===== src/rtl/prescaler_selector.sv =====
// WS2812 bit-timing sequencer: turns each data bit into a high/low
// pulse pair timed by external short/long duration timers.
module prescaler_selector (
  input  logic clk,
  input  logic rstn,
  input  logic bit_to_transmit,
  input  logic all_bits_shifted,
  input  logic reset_finish,
  output logic new_bit_rqst,
  output logic l_time_wait,
  input  logic l_time_measured,
  output logic s_time_wait,
  input  logic s_time_measured,
  output logic led_stripe_pin
);

  typedef enum logic [2:0] {
    LOAD,
    HIGH,
    LOW,
    REQ,
    RESET
  } state_t;

  state_t state, next_state;
  logic   bit_q;
  logic   pin_q;
  logic   high_done;
  logic   low_done;

  // a '1' bit is long-high/short-low, a '0' bit the reverse
  assign high_done = bit_q ? l_time_measured : s_time_measured;
  assign low_done  = bit_q ? s_time_measured : l_time_measured;

  always_ff @(posedge clk or negedge rstn) begin
    if (!rstn) begin
      state <= LOAD;
      bit_q <= 1'b0;
      pin_q <= 1'b0;
    end else begin
      state <= next_state;
      pin_q <= (next_state == HIGH);
      if (state == LOAD)
        bit_q <= bit_to_transmit;
    end
  end

  always_comb begin
    next_state = state;
    unique case (state)
      LOAD:  next_state = HIGH;
      HIGH:  if (high_done) next_state = LOW;
      LOW: begin
        if (low_done)
          next_state = all_bits_shifted ? RESET : REQ;
      end
      REQ:   next_state = LOAD;
      RESET: if (reset_finish) next_state = LOAD;
      default: next_state = LOAD;
    endcase
  end

  always_comb begin
    new_bit_rqst = 1'b0;
    l_time_wait  = 1'b0;
    s_time_wait  = 1'b0;
    unique case (state)
      HIGH: begin
        l_time_wait = bit_q;
        s_time_wait = !bit_q;
      end
      LOW: begin
        l_time_wait = !bit_q;
        s_time_wait = bit_q;
      end
      REQ:   new_bit_rqst = 1'b1;
      default: ;
    endcase
  end

  assign led_stripe_pin = pin_q;

endmodule


===== config.mk =====
export PLATFORM = sky130hd
export DESIGN_NAME = prescaler_selector
export DESIGN_NICKNAME = d
export VERILOG_FILES = /design/src/rtl/prescaler_selector.sv
export SDC_FILE = /design/constraint.sdc
export NUM_CORES = 1
export LEC_CHECK = 0
export BUFFER_PORTS_ARGS = -buffer_cell sky130_fd_sc_hd__buf_2
export CORE_AREA = 10 10 47 49
export CTS_BUF_LIST = sky130_fd_sc_hd__clkbuf_4
export DETAILED_ROUTE_END_ITERATION = 6
export DIE_AREA = 0 0 57 59
export GPL_TIMING_DRIVEN = 0
export HOLD_SLACK_MARGIN = 0.06
export PLACE_DENSITY = 0.53
export SETUP_SLACK_MARGIN = 0.02
export SYNTH_ARGS = -nofsm -noshare
export SYNTH_HDL_FRONTEND = slang
export SYNTH_SLANG_ARGS = --single-unit
export TNS_END_PERCENT = 20

===== constraint.sdc =====
create_clock -name clk -period 3.3 [get_ports clk]
set_input_delay 0.33 -clock clk [delete_from_list [all_inputs] [get_ports clk]]
set_output_delay 0.33 -clock clk [all_outputs]
set_load 0.05 [all_outputs]

* Word level (Yosys, flattened, before mapping)
Index checks and enable logic that the tools add are counted.
** Word-level totals
- Flip-flop bits (word level) :: 5
- Input port bits :: 7
- Output and inout bits :: 4
- Word-level logic and storage cells :: 20
** Operators by class
- Equal/unequal tests :: 5
- Mux-type cells :: 10
- Reductions and logical operators :: 2
** Operators with widths (number)
- two-way mux 3 bit :: 4
- case mux 3 bit (4 select lines) :: 1
- equality test 3 x 1 -> 1 bit, second input constant :: 2
- equality test 3 x 2 -> 1 bit, second input constant :: 2
- case mux 1 bit (2 select lines) :: 2
- equality test 3 bit, second input constant :: 1
- logical NOT 3 bit :: 1
- two-way mux 1 bit :: 3
- logical NOT 1 bit :: 1

* Depth between registers and ports, before layout
Gate-level depths: netlist (run 1).
- Depth in word-level cells :: 4
- Depth in mapped cells :: 4
- Depth with buffers taken out :: 3

* Worst setup path before layout (run 1)
OpenSTA, ideal clock, no wires.
- Path type :: register -> output
- Start point :: register state[0]
- End point :: output s_time_wait
- Data arrival time :: 1685 ps
- Data required time :: 2970 ps
- Path slack :: 1285 ps
- Cell stages (with the launch flop) :: 3
- Path buffers :: 0
- Path through :: dfrtp_1 or3b_4 mux2i_1
** On the way
- Cells in the longest elaborated chain, start to end :: 2
** RTL lines
- from (decl) :: line 25 : state_t state, next_state;
- from (signal assigned) :: line 41 : state <= next_state;
- equality test 3 x 2 -> 1 bit or equality test 3 x 1 -> 1 bit (tied branches) :: line 67 : unique case (state)
- case mux 1 bit (2 select lines) * :: line 67
- to (decl) :: line 12 : output logic s_time_wait,
Every way passes the cells marked *; elsewhere a longest branch is shown, timed or not.

* Worst setup path in the final report (run 1)
Ends and elaborated chain as after synthesis.

==> results.py, run 1 <==
metrics = {
    "global_route": {
        "grt_usage_pct": 4.58,
        "grt_max_degree": 10,
        "antenna_found_initial": 0,
        "grt_pass1_wl_um": 1270,
        "grt-ovfl-total": 0,
        "grt_pass1_vias": 304,
    },
    "synthesis": {
        "yosys-top-cells-count": "dfrtp_1, mux2i_1, nand2_1, nor3_1, o21ai_1",
        "ys_types": 23,
        "synth.most_common_cell": "dfrtp_1",
        "yosys.area.top_type": "dfrtp_1",
        "synth_edf_count": 0,
        "synth-seq-cells": 5,
        "synth-seq-area-share_pct": 38.9,
        "synthFlopType": "dfrtp_1",
        "syn-num-nets": 38,
        "ys_warn_count": 0,
        "syn_avg_cell_area_um2": 10.4,
        "syn_inst": 31,
        "yosysTopAreaCellShare_pct": 38.9,
        "netlist_area_um2": 322,
        "synthArstFlopShare_pct": 100,
        "synth_area_leaders": "dfrtp_1, mux2i_1, o221ai_2",
    },
    "worst_setup_path": {
        "end_kind": "primary output",
        "crit_end": "s_time_wait",
        "worstPathArrival_ns": 1.58,
        "worst_setup_path_start_kind": "flip-flop",
        "cp_slowest_cell": "dfrtp_1",
        "required_ns": 2.97,
        "cp.depth": 3,
        "cp_max_fo": 9,
        "r2r_end": "state[1]",
        "worstRegToRegCells": 3,
        "slowest_delay_ns": 0.47,
        "crit_family": "flip-flops",
        "crit_path_start": "state[0]",
        "worstPathCellList": "or3b_4 > mux2i_1 > buf_2",
        "ff2ff_setup_slack_ns": 1.97,
        "worstSetupPathType": "flip-flop to primary output",
        "regToRegStartpoint": "state[0]",
        "crit_buf_inv": 1,
    },
    "detailed_routing": {
        "wl_met3_um": 26,
        "wl_met1_um": 400,
        "firstDrtPassIters": 2,
        "dr.first_iter.drc_count": 1,
        "drt_drc_violations_left": 0,
        "routed-wl-met2_um": 299,
        "avgRoutedWirePerCell_um": 11.7,
        "maxUsedRoutingLayer": "met3",
        "vias": 280,
        "drtAntennaViolNets": 0,
        "post_drt_via_cell_ratio": 4.52,
        "routed_wl_um": 726,
    },
    "clock_tree": {
        "clk_latency_ns": 0.24,
        "htreeDepth": 1,
        "clkSinkCount": 5,
        "cts_tree": "built",
        "clockBufferDepth": 2,
        "cts_resized": 0,
        "cts_inserted_buffers": 3,
        "cts_root_buf": "clkbuf_4",
        "cts.reportedPaths.clkPinSlew_ns": 0.04,
        "post_cts.repair.setup_buffers": 0,
    },
    "floorplanning": {
        "fp.dieW_um": 57,
        "rows": 14,
        "start_util_pct": 22.9,
        "dieArea_mm2": 0.00336,
        "ios": 11,
        "core_area_mm2": 0.00140,
        "die_y_um": 59,
    },
    "power": {
        "switching_power_uw": 227,
        "switching_share_pct": 48.1,
        "clockPowerShare_pct": 16.4,
        "power_density_mw_per_mm2": 1090,
        "pwr-share-seq_pct": 23.2,
        "internal_power_uw": 245,
        "p_comb_share_pct": 60.4,
        "irDropWorstVdd_v": 0.000408,
        "p_leak_nw": 0.198,
    },
    "run_status": {
        "outcome": "completed",
    },
    "timing": {
        "slew_viol_final": 0,
        "relSlewSlack_pct": 82.0,
        "finalSetupViolCount": 0,
        "maxClockFrequency_ghz": 0.524,
        "fin_ws_ns": 1.39,
        "fin_skew_ns": 0.00294,
        "hold_viol_final": 0,
        "setup_tns_ns": 0,
        "grt_setup_unrepaired": "no",
        "tightest_slew_ns": 0.270,
        "period_share_pct": 57.9,
        "period_needed_ns": 1.91,
    },
    "layout": {
        "syn2layout_area_growth_pct": 34.2,
        "finalNetCount": 54,
        "drive_gt1_share_pct": 43.5,
        "multi_input_area_um2": 180,
        "n_antenna_cell": 0,
        "seqCellArea_um2": 125,
        "fillerInstances": 165,
    },
    "placement": {
        "globalplace.congestion": 0.675,
        "port_buffers": 10,
        "pre_cts_ws_ns": 1.64,
    },
    "job": {
        "drv_cap": 0,
    },
    "min_path": {
        "hold_path_class": "primary input to flip-flop",
    },
}
## area by class of cell
cell class / instances / area share, %
multi-input combinational: 23 / 41.7
sequential: 5 / 29.0
timing repair buffer: 11 / 13.9
clock buffer: 4 / 6.96
tap: 16 / 4.64
buffer: 2 / 2.90
inverter: 1 / 0.870
## layer usage
layer / global-route usage (%) / vias up
met5: 0 / -
met4: 2.01 / 0
met3: 2.36 / 0
met2: 6.67 / 9
met1: 5.46 / 126
li1: - / 145
## power groups by stage
| stage | logic [mW] | clock network, mW | registers [mW] |
|---|---|---|---|
| after floorplan | 0.212 | 0 | 0.127 |
| after CTS | 0.289 | 0.0811 | 0.110 |
| after global placement | 0.289 | 0 | 0.110 |
| after detailed placement | 0.287 | 0 | 0.111 |
| after global routing | 0.311 | 0.0832 | 0.115 |
| final | 0.285 | 0.0771 | 0.110 |
## state kept, by name, indices dropped and copies added, names as in the netlist
| register | count |
|---|---|
| bit_q | 1 |
| state | 3 |
| led_stripe_pin | 1 |
## worst min-delay path by stage
stage                     from        endpoint  slack [ns]  depth (start not counted)
6_report       bit_to_transmit           bit_q        0.33                          2
2_1_floorplan             rstn           bit_q        0.03                          0
5_1_grt        bit_to_transmit           bit_q        0.33                          2
4_1_cts        bit_to_transmit           bit_q        0.32                          2
3_5_place_dp              rstn        state[0]        0.15                          1
3_3_place_gp              rstn  led_stripe_pin        0.15                          1
## cell usage in the layout, fill, tap and decap left out, drive strengths merged
cell         synthesis  final
dlygate4sd3          0      1
nor3                 2      2
and3                 1      1
nor3b                1      1
nand2                2      2
inv                  1      1
mux2                 2      2
a2bb2oi              1      1
and4bb               1      1
nor2                 1      1
buf                  2     12
nand3b               1      1
o21ai                2      2
nor2b                1      1
clkbuf               0      4
mux2i                2      2
o32ai                1      1
a21boi               1      1
o221ai               1      1
nor4b                1      1
dfrtp                5      5
or2                  1      1
or3b                 1      1
## stage by stage
stage	instance area, um2	power [mW]	hold WS (ns)	utilization [%]	cells
2_1_floorplan	322	0.338	0.0344	-	31
5_1_grt	432	0.509	0.333	30.8	62
6_report	432	0.472	0.329	30.8	62
3_3_place_gp	392	0.398	0.149	27.9	57
3_5_place_dp	392	0.398	0.149	27.9	57
4_1_cts	432	0.480	0.321	30.8	62
## kinds of logic after synthesis
group / Yosys count / synth area share [%]
muxes: 4 / 13.2
and+or+nand+nor: 13 / 27.2
buffers and inverters: 3 / 5.06
AOI/OAI and AO/OA: 6 / 15.6
DFF: 5 / 38.9
## repair_timing
action,4_1_cts,5_1_grt
hold buffers,1,0
setup endpoints to repair,0,0
endpoints found under the hold margin,5,0
No activity file was read; power rests on OpenSTA's default activity.
==> run 2: changes to the inputs <==
--- a/config.mk
+++ b/config.mk
@@ -12,7 +12,7 @@
 export DIE_AREA = 0 0 57 59
 export GPL_TIMING_DRIVEN = 0
 export HOLD_SLACK_MARGIN = 0.06
-export PLACE_DENSITY = 0.53
+export PLACE_DENSITY = 0.55
 export SETUP_SLACK_MARGIN = 0.02
 export SYNTH_ARGS = -nofsm -noshare
 export SYNTH_HDL_FRONTEND = slang
==> constraint.sdc (replaced) <==
create_clock -name clk -period 1.7 [get_ports clk]
set_input_delay 0.17 -clock clk [delete_from_list [all_inputs] [get_ports clk]]
set_output_delay 0.17 -clock clk [all_outputs]
set_load 0.05 [all_outputs]
==> run 2 against run 1 <==
Net effect: power rose by 120%; critical endpoint unchanged; critical path type unchanged; non-clock buffer count rose by 5; first-iteration DRC count rose to 6.0 times the previous value; worst hold slack got worse by 0.17 ns; largest power group unchanged; die area did not move; largest cell class unchanged; utilization rose by 4.0 points; global-route usage rose by 0.31 points.
==> results.py, run 2 (synthesis gave the netlist of run 1 again) <==
metrics = {
    "run_status": {
        "outcome": "completed",
    },
    "timing": {
        "setup_tns_ns": 0,
        "slew_viol_final": 0,
        "period_share_pct": 96.8,
        "grt_setup_unrepaired": "yes",
        "finalSetupViolCount": 0,
        "fin_ws_ns": 0.0547,
        "maxClockFrequency_ghz": 0.608,
        "hold_viol_final": 0,
        "fin_skew_ns": 0.00365,
        "relSlewSlack_pct": 82.3,
        "tightest_slew_ns": 0.262,
        "period_needed_ns": 1.65,
    },
    "worst_setup_path": {
        "required_ns": 1.53,
        "crit_family": "simple AND/OR/NAND/NOR gates",
        "ff2ff_setup_slack_ns": 0.41,
        "worst_setup_path_start_kind": "flip-flop",
        "worstPathCellList": "buf_6 > or3b_4 > mux2i_2 > buf_6",
        "worstSetupPathType": "flip-flop to primary output",
        "slowest_delay_ns": 0.41,
        "crit_top_cell": "buf_6",
        "end_kind": "primary output",
        "crit_buf_inv": 2,
        "cp_slowest_cell": "or3b_4",
        "cp_max_fo": 6,
        "worstPathArrival_ns": 1.48,
    },
    "layout": {
        "layout.cells.non_filler": 67,
        "finalInstanceArea_um2": 488,
        "fin_util_pct": 34.8,
        "layout_commonest_cell": "buf_2",
        "layout_common_cells": "buf_2, buf_4, clkbuf_4, dfrtp_1",
        "fillerInstances": 154,
        "n_antenna_cell": 0,
        "drive_gt1_share_pct": 54.9,
        "regMostFlops": "state",
        "finalNetCount": 59,
        "syn2layout_area_growth_pct": 51.8,
        "largest_reg_flops": 3,
    },
    "floorplanning": {
        "dieArea_mm2": 0.00336,
        "core_area_mm2": 0.00140,
        "die_y_um": 59,
        "fp.dieW_um": 57,
        "start_util_pct": 22.9,
        "rows": 14,
        "ios": 11,
    },
    "power": {
        "switching_share_pct": 45.1,
        "switching_power_uw": 472,
        "irDropWorstVdd_v": 0.000934,
        "internal_power_uw": 576,
        "power_density_mw_per_mm2": 2150,
        "clockPowerShare_pct": 14.9,
        "p_comb_share_pct": 66.7,
        "p_leak_nw": 0.221,
        "pwr-share-seq_pct": 18.3,
    },
    "global_route": {
        "grt_usage_pct": 4.89,
        "grt_max_degree": 10,
        "antenna_found_initial": 0,
        "grt_pass1_vias": 303,
        "grt-ovfl-total": 0,
        "grt_pass1_wl_um": 1320,
    },
    "placement": {
        "placed_cells": 57,
        "port_buffers": 10,
        "dp_hpwl_um": 571,
        "pre_cts_ws_ns": 0.175,
        "globalplace.congestion": 0.695,
        "place_area_um2": 395,
    },
    "detailed_routing": {
        "post_drt_via_cell_ratio": 4.48,
        "drt_drc_violations_left": 0,
        "avgRoutedWirePerCell_um": 12.0,
        "routed_wl_um": 804,
        "firstDrtPassIters": 4,
        "drtAntennaViolNets": 0,
        "dr.first_iter.drc_count": 6,
        "vias": 300,
    },
    "clock_tree": {
        "clkSinkCount": 5,
        "cts_inserted_buffers": 3,
        "cts.reportedPaths.clkPinSlew_ns": 0.04,
        "htreeDepth": 1,
        "clockBufferDepth": 2,
        "cts_tree": "built",
        "clk_latency_ns": 0.25,
        "cts_root_buf": "clkbuf_4",
    },
    "job": {
        "drv_cap": 0,
    },
    "min_path": {
        "hold_path_class": "primary input to flip-flop",
    },
}
[run 2: final timing paths]
check | start | endpoint | cells after the start
max in group asynchronous | rstn | state[2] | 2
worst min-delay path | bit_to_transmit | bit_q | 2
min in group asynchronous | rstn | led_stripe_pin | 2
worst min register to register | state[0] | state[2] | 2
worst max register to register | state[1] | bit_q | 4
worst max-delay path | state[1] | s_time_wait | 4
[run 2: metal layers]
| metal | global-route usage (%) | share of wire, % | vias to the layer above |
|---|---|---|---|
| li1 | - | - | 154 |
| met1 | 5.72 | 47 | 137 |
| met2 | 6.20 | 43 | 9 |
| met3 | 4.08 | 10 | 0 |
| met4 | 2.01 | 0 | 0 |
| met5 | 0 | 0 | - |
[run 2: layout make-up]
| cell class | instances | area, um2 | area share, % |
|---|---|---|---|
| Buffer | 2 | 16.3 | 3.33 |
| Multi-Input combinational cell | 23 | 184 | 37.7 |
| Clock buffer | 4 | 30.0 | 6.15 |
| Inverter | 1 | 3.75 | 0.769 |
| Timing Repair Buffer | 16 | 106 | 21.8 |
| Sequential cell | 5 | 128 | 26.2 |
| Tap cell | 16 | 20.0 | 4.10 |
[run 2: power by group through the flow]
stage | sequential [mW] | combinational (mW) | clock [mW]
4_1_cts | 0.194 | 0.651 | 0.164
3_3_place_gp | 0.212 | 0.572 | 0
5_1_grt | 0.199 | 0.753 | 0.173
6_report | 0.192 | 0.699 | 0.157
3_5_place_dp | 0.212 | 0.573 | 0
2_1_floorplan | 0.246 | 0.425 | 0
[run 2: per-stage QoR]
stage,total power [mW],hold WS (ns)
detailed placement,0.785,-0.0119
CTS,1.01,0.151
floorplan,0.671,-0.126
global placement,0.785,-0.0128
global route,1.12,0.154
finish,1.05,0.159
[run 2: repair_timing]
item,CTS,global route
cloned,0,0
endpoints found under the setup margin,2,2
hold buffers,1,0
hold endpoints to repair,5,0
resized for setup,5,1
setup buffers,1,4
==> run 3: changes to the inputs <==
--- a/config.mk
+++ b/config.mk
@@ -5,6 +5,7 @@
 export SDC_FILE = /design/constraint.sdc
 export NUM_CORES = 1
 export LEC_CHECK = 0
+export ABC_AREA = 1
 export BUFFER_PORTS_ARGS = -buffer_cell sky130_fd_sc_hd__buf_2
 export CORE_AREA = 10 10 47 49
 export CTS_BUF_LIST = sky130_fd_sc_hd__clkbuf_4
@@ -12,9 +13,9 @@
 export DIE_AREA = 0 0 57 59
 export GPL_TIMING_DRIVEN = 0
 export HOLD_SLACK_MARGIN = 0.06
-export PLACE_DENSITY = 0.55
+export PLACE_DENSITY = 0.52
 export SETUP_SLACK_MARGIN = 0.02
 export SYNTH_ARGS = -nofsm -noshare
 export SYNTH_HDL_FRONTEND = slang
 export SYNTH_SLANG_ARGS = --single-unit
-export TNS_END_PERCENT = 20
+export TNS_END_PERCENT = 30
==> run 3 against run 2 <==
Net effect: synthesized cell count up 35%; combinational power down 31%; final cell count up 9.0%; global-route usage down 0.52 points; critical path type unchanged; largest cell class unchanged; largest power group unchanged; highest routed layer unchanged.
==> results.py, run 3 <==
metrics = {
    "run_status": {
        "outcome": "completed",
    },
    "synthesis": {
        "synth_top_family_by_area": "simple AND/OR/NAND/NOR gates",
        "synthSimpleGateAreaFrac_pct": 38.9,
        "synthAdderAreaFrac_pct": 0,
        "synth-seq-area-share_pct": 43.7,
        "synthFlopType": "dfrtp_1",
        "ys_warn_count": 0,
        "synth_compound_gate_area_share_pct": 6.99,
        "synth_edf_count": 0,
        "synth-seq-cells": 5,
        "synth_xor_area_share_pct": 0,
        "syn_avg_cell_area_um2": 6.82,
        "synthArstFlopShare_pct": 100,
        "yosysTopAreaCellShare_pct": 43.7,
        "synth.most_common_cell": "nand2_1",
        "yosys.area.top_type": "dfrtp_1",
        "yosys-top-cells-count": "nand2_1, dfrtp_1, nand3_1, inv_1, inv_2",
        "netlist_area_um2": 287,
        "synth_area_leaders": "dfrtp_1, nand2_1, nand3_1",
        "syn_inst": 42,
        "synth.area.mux_share_pct": 0,
        "ys_types": 11,
        "syn-num-nets": 49,
    },
    "placement": {
        "port_buffers": 10,
        "place_area_um2": 357,
        "globalplace.congestion": 0.680,
        "dp_hpwl_um": 578,
        "placed_cells": 68,
    },
    "detailed_routing": {
        "routed_wl_um": 670,
        "vias": 287,
        "drtAntennaViolNets": 0,
        "firstDrtPassIters": 4,
        "post_drt_via_cell_ratio": 3.93,
        "dr.first_iter.drc_count": 5,
        "drt_drc_violations_left": 0,
        "avgRoutedWirePerCell_um": 9.18,
    },
    "floorplanning": {
        "core_area_mm2": 0.00140,
        "die_y_um": 59,
        "fp.dieW_um": 57,
        "start_util_pct": 20.4,
        "ios": 11,
        "dieArea_mm2": 0.00336,
        "rows": 14,
    },
    "worst_setup_path": {
        "worstPathCellList": "nor3_2 > nand2_1 > o21ai_1 > buf_2",
        "required_ns": 1.53,
        "r2r_end": "state[0]",
        "cp_max_fo": 4,
        "end_kind": "primary output",
        "crit_path_start": "state[1]",
        "worstSetupPathType": "flip-flop to primary output",
        "regToRegStartpoint": "state[1]",
        "worstPathArrival_ns": 1.36,
        "slowest_delay_ns": 0.40,
        "worst_setup_path_start_kind": "flip-flop",
        "cp_slowest_cell": "dfrtp_1",
        "crit_end": "s_time_wait",
        "ff2ff_setup_slack_ns": 0.70,
        "worstRegToRegCells": 3,
    },
    "clock_tree": {
        "htreeDepth": 1,
        "cts_root_buf": "clkbuf_4",
        "cts_tree": "built",
        "cts_inserted_buffers": 3,
        "cts.reportedPaths.clkPinSlew_ns": 0.04,
        "clockBufferDepth": 2,
        "clk_latency_ns": 0.24,
        "clkSinkCount": 5,
    },
    "timing": {
        "relSlewSlack_pct": 81.0,
        "maxClockFrequency_ghz": 0.653,
        "tightest_slew_ns": 0.284,
        "setup_tns_ns": 0,
        "period_share_pct": 90.1,
        "hold_viol_final": 0,
        "fin_skew_ns": 0.00199,
        "finalSetupViolCount": 0,
        "grt_setup_unrepaired": "no",
        "slew_viol_final": 0,
        "period_needed_ns": 1.53,
    },
    "layout": {
        "largest_reg_flops": 3,
        "fin_util_pct": 28.3,
        "syn2layout_area_growth_pct": 38.4,
        "layout.cells.non_filler": 73,
        "drive_gt1_share_pct": 35.1,
        "regMostFlops": "state",
        "n_antenna_cell": 0,
        "finalInstanceArea_um2": 397,
        "layout_common_cells": "nand2_1, buf_2, nand3_1, dfrtp_1",
        "layout_commonest_cell": "nand2_1",
        "finalNetCount": 65,
    },
    "job": {
        "drv_cap": 0,
    },
    "global_route": {
        "grt_pass1_vias": 301,
        "grt_pass1_wl_um": 1140,
        "antenna_found_initial": 0,
        "grt_max_degree": 6,
        "grt-ovfl-total": 0,
        "grt_usage_pct": 4.37,
    },
    "power": {
        "irDropWorstVdd_v": 0.000586,
        "p_leak_nw": 0.223,
        "power_density_mw_per_mm2": 2130,
    },
    "min_path": {
        "hold_path_class": "primary input to flip-flop",
    },
}
## run 3: changes by cell type in the layout (fill, tap and decap cells not counted), sizes merged, moves of 2 or more
| cell | before | now |
|---|---|---|
| nor2 | 1 | 3 |
| inv | 1 | 8 |
| buf | 17 | 10 |
| mux2 | 2 | 0 |
| mux2i | 2 | 0 |
| nand2 | 2 | 15 |
| nand3 | 0 | 5 |
## run 3: layout make-up
| type | instances | area [um2] |
|---|---|---|
| Tap cell | 16 | 20.0 |
| Multi-Input combinational cell | 29 | 131 |
| Clock buffer | 4 | 30.0 |
| Sequential cell | 5 | 125 |
| Timing Repair Buffer | 11 | 60.1 |
| Fill cell | 165 | 1000 |
| Inverter | 8 | 30.0 |
## run 3: worst min path at each step
stage,from,endpoint,depth (start not counted)
after floorplan,rstn,bit_q,0
after global routing,bit_to_transmit,bit_q,3
after detailed placement,rstn,led_stripe_pin,1
after global placement,rstn,led_stripe_pin,1
after CTS,bit_to_transmit,bit_q,3
final,bit_to_transmit,bit_q,3
## run 3: where the power goes
part           leakage [nW]  total, mW  switching (mW)  internal [mW]
Combinational         0.144      0.482           0.360          0.121
Clock                0.0184      0.152          0.0475          0.105
Sequential           0.0613      0.211          0.0397          0.171
## run 3: what timing repair did
item                      in CTS  in global routing
hold buffers                   1                  0
hold endpoints to repair       5                  0
setup buffers                  0                  0
gates resized for setup        0                  0
## run 3: layer usage
metal	global-route usage [%]	up-vias	wire length (um)
met3	1.50	0	34
met1	4.05	126	255
met4	4.03	0	0
met5	0	-	0
met2	7.44	3	379
li1	-	158	-
## run 3: kinds of logic (layout without fill, tap and decap cells)
group | Yosys count | after routing
and+or+nand+nor | 25 | 25
AOI/OAI and AO/OA | 4 | 4
DFF | 5 | 5
buffers and inverters | 8 | 23
## run 3: worst max-delay path: cells and delay by family (launching register included)
family	cells	cell delay, ns
flops	1	0.40
compound gates	1	0.07
buf+inv	1	0.27
simple gates	2	0.38
## run 3: stage by stage
step                total power, mW  setup WS (ns)  hold slack (ns)
global placement              0.698          0.420          -0.0111
global route                  0.918         0.0793            0.211
finish                        0.845          0.168            0.181
CTS                           0.863          0.131            0.171
detailed placement            0.703          0.397          -0.0103
floorplan                     0.592          0.136           -0.126
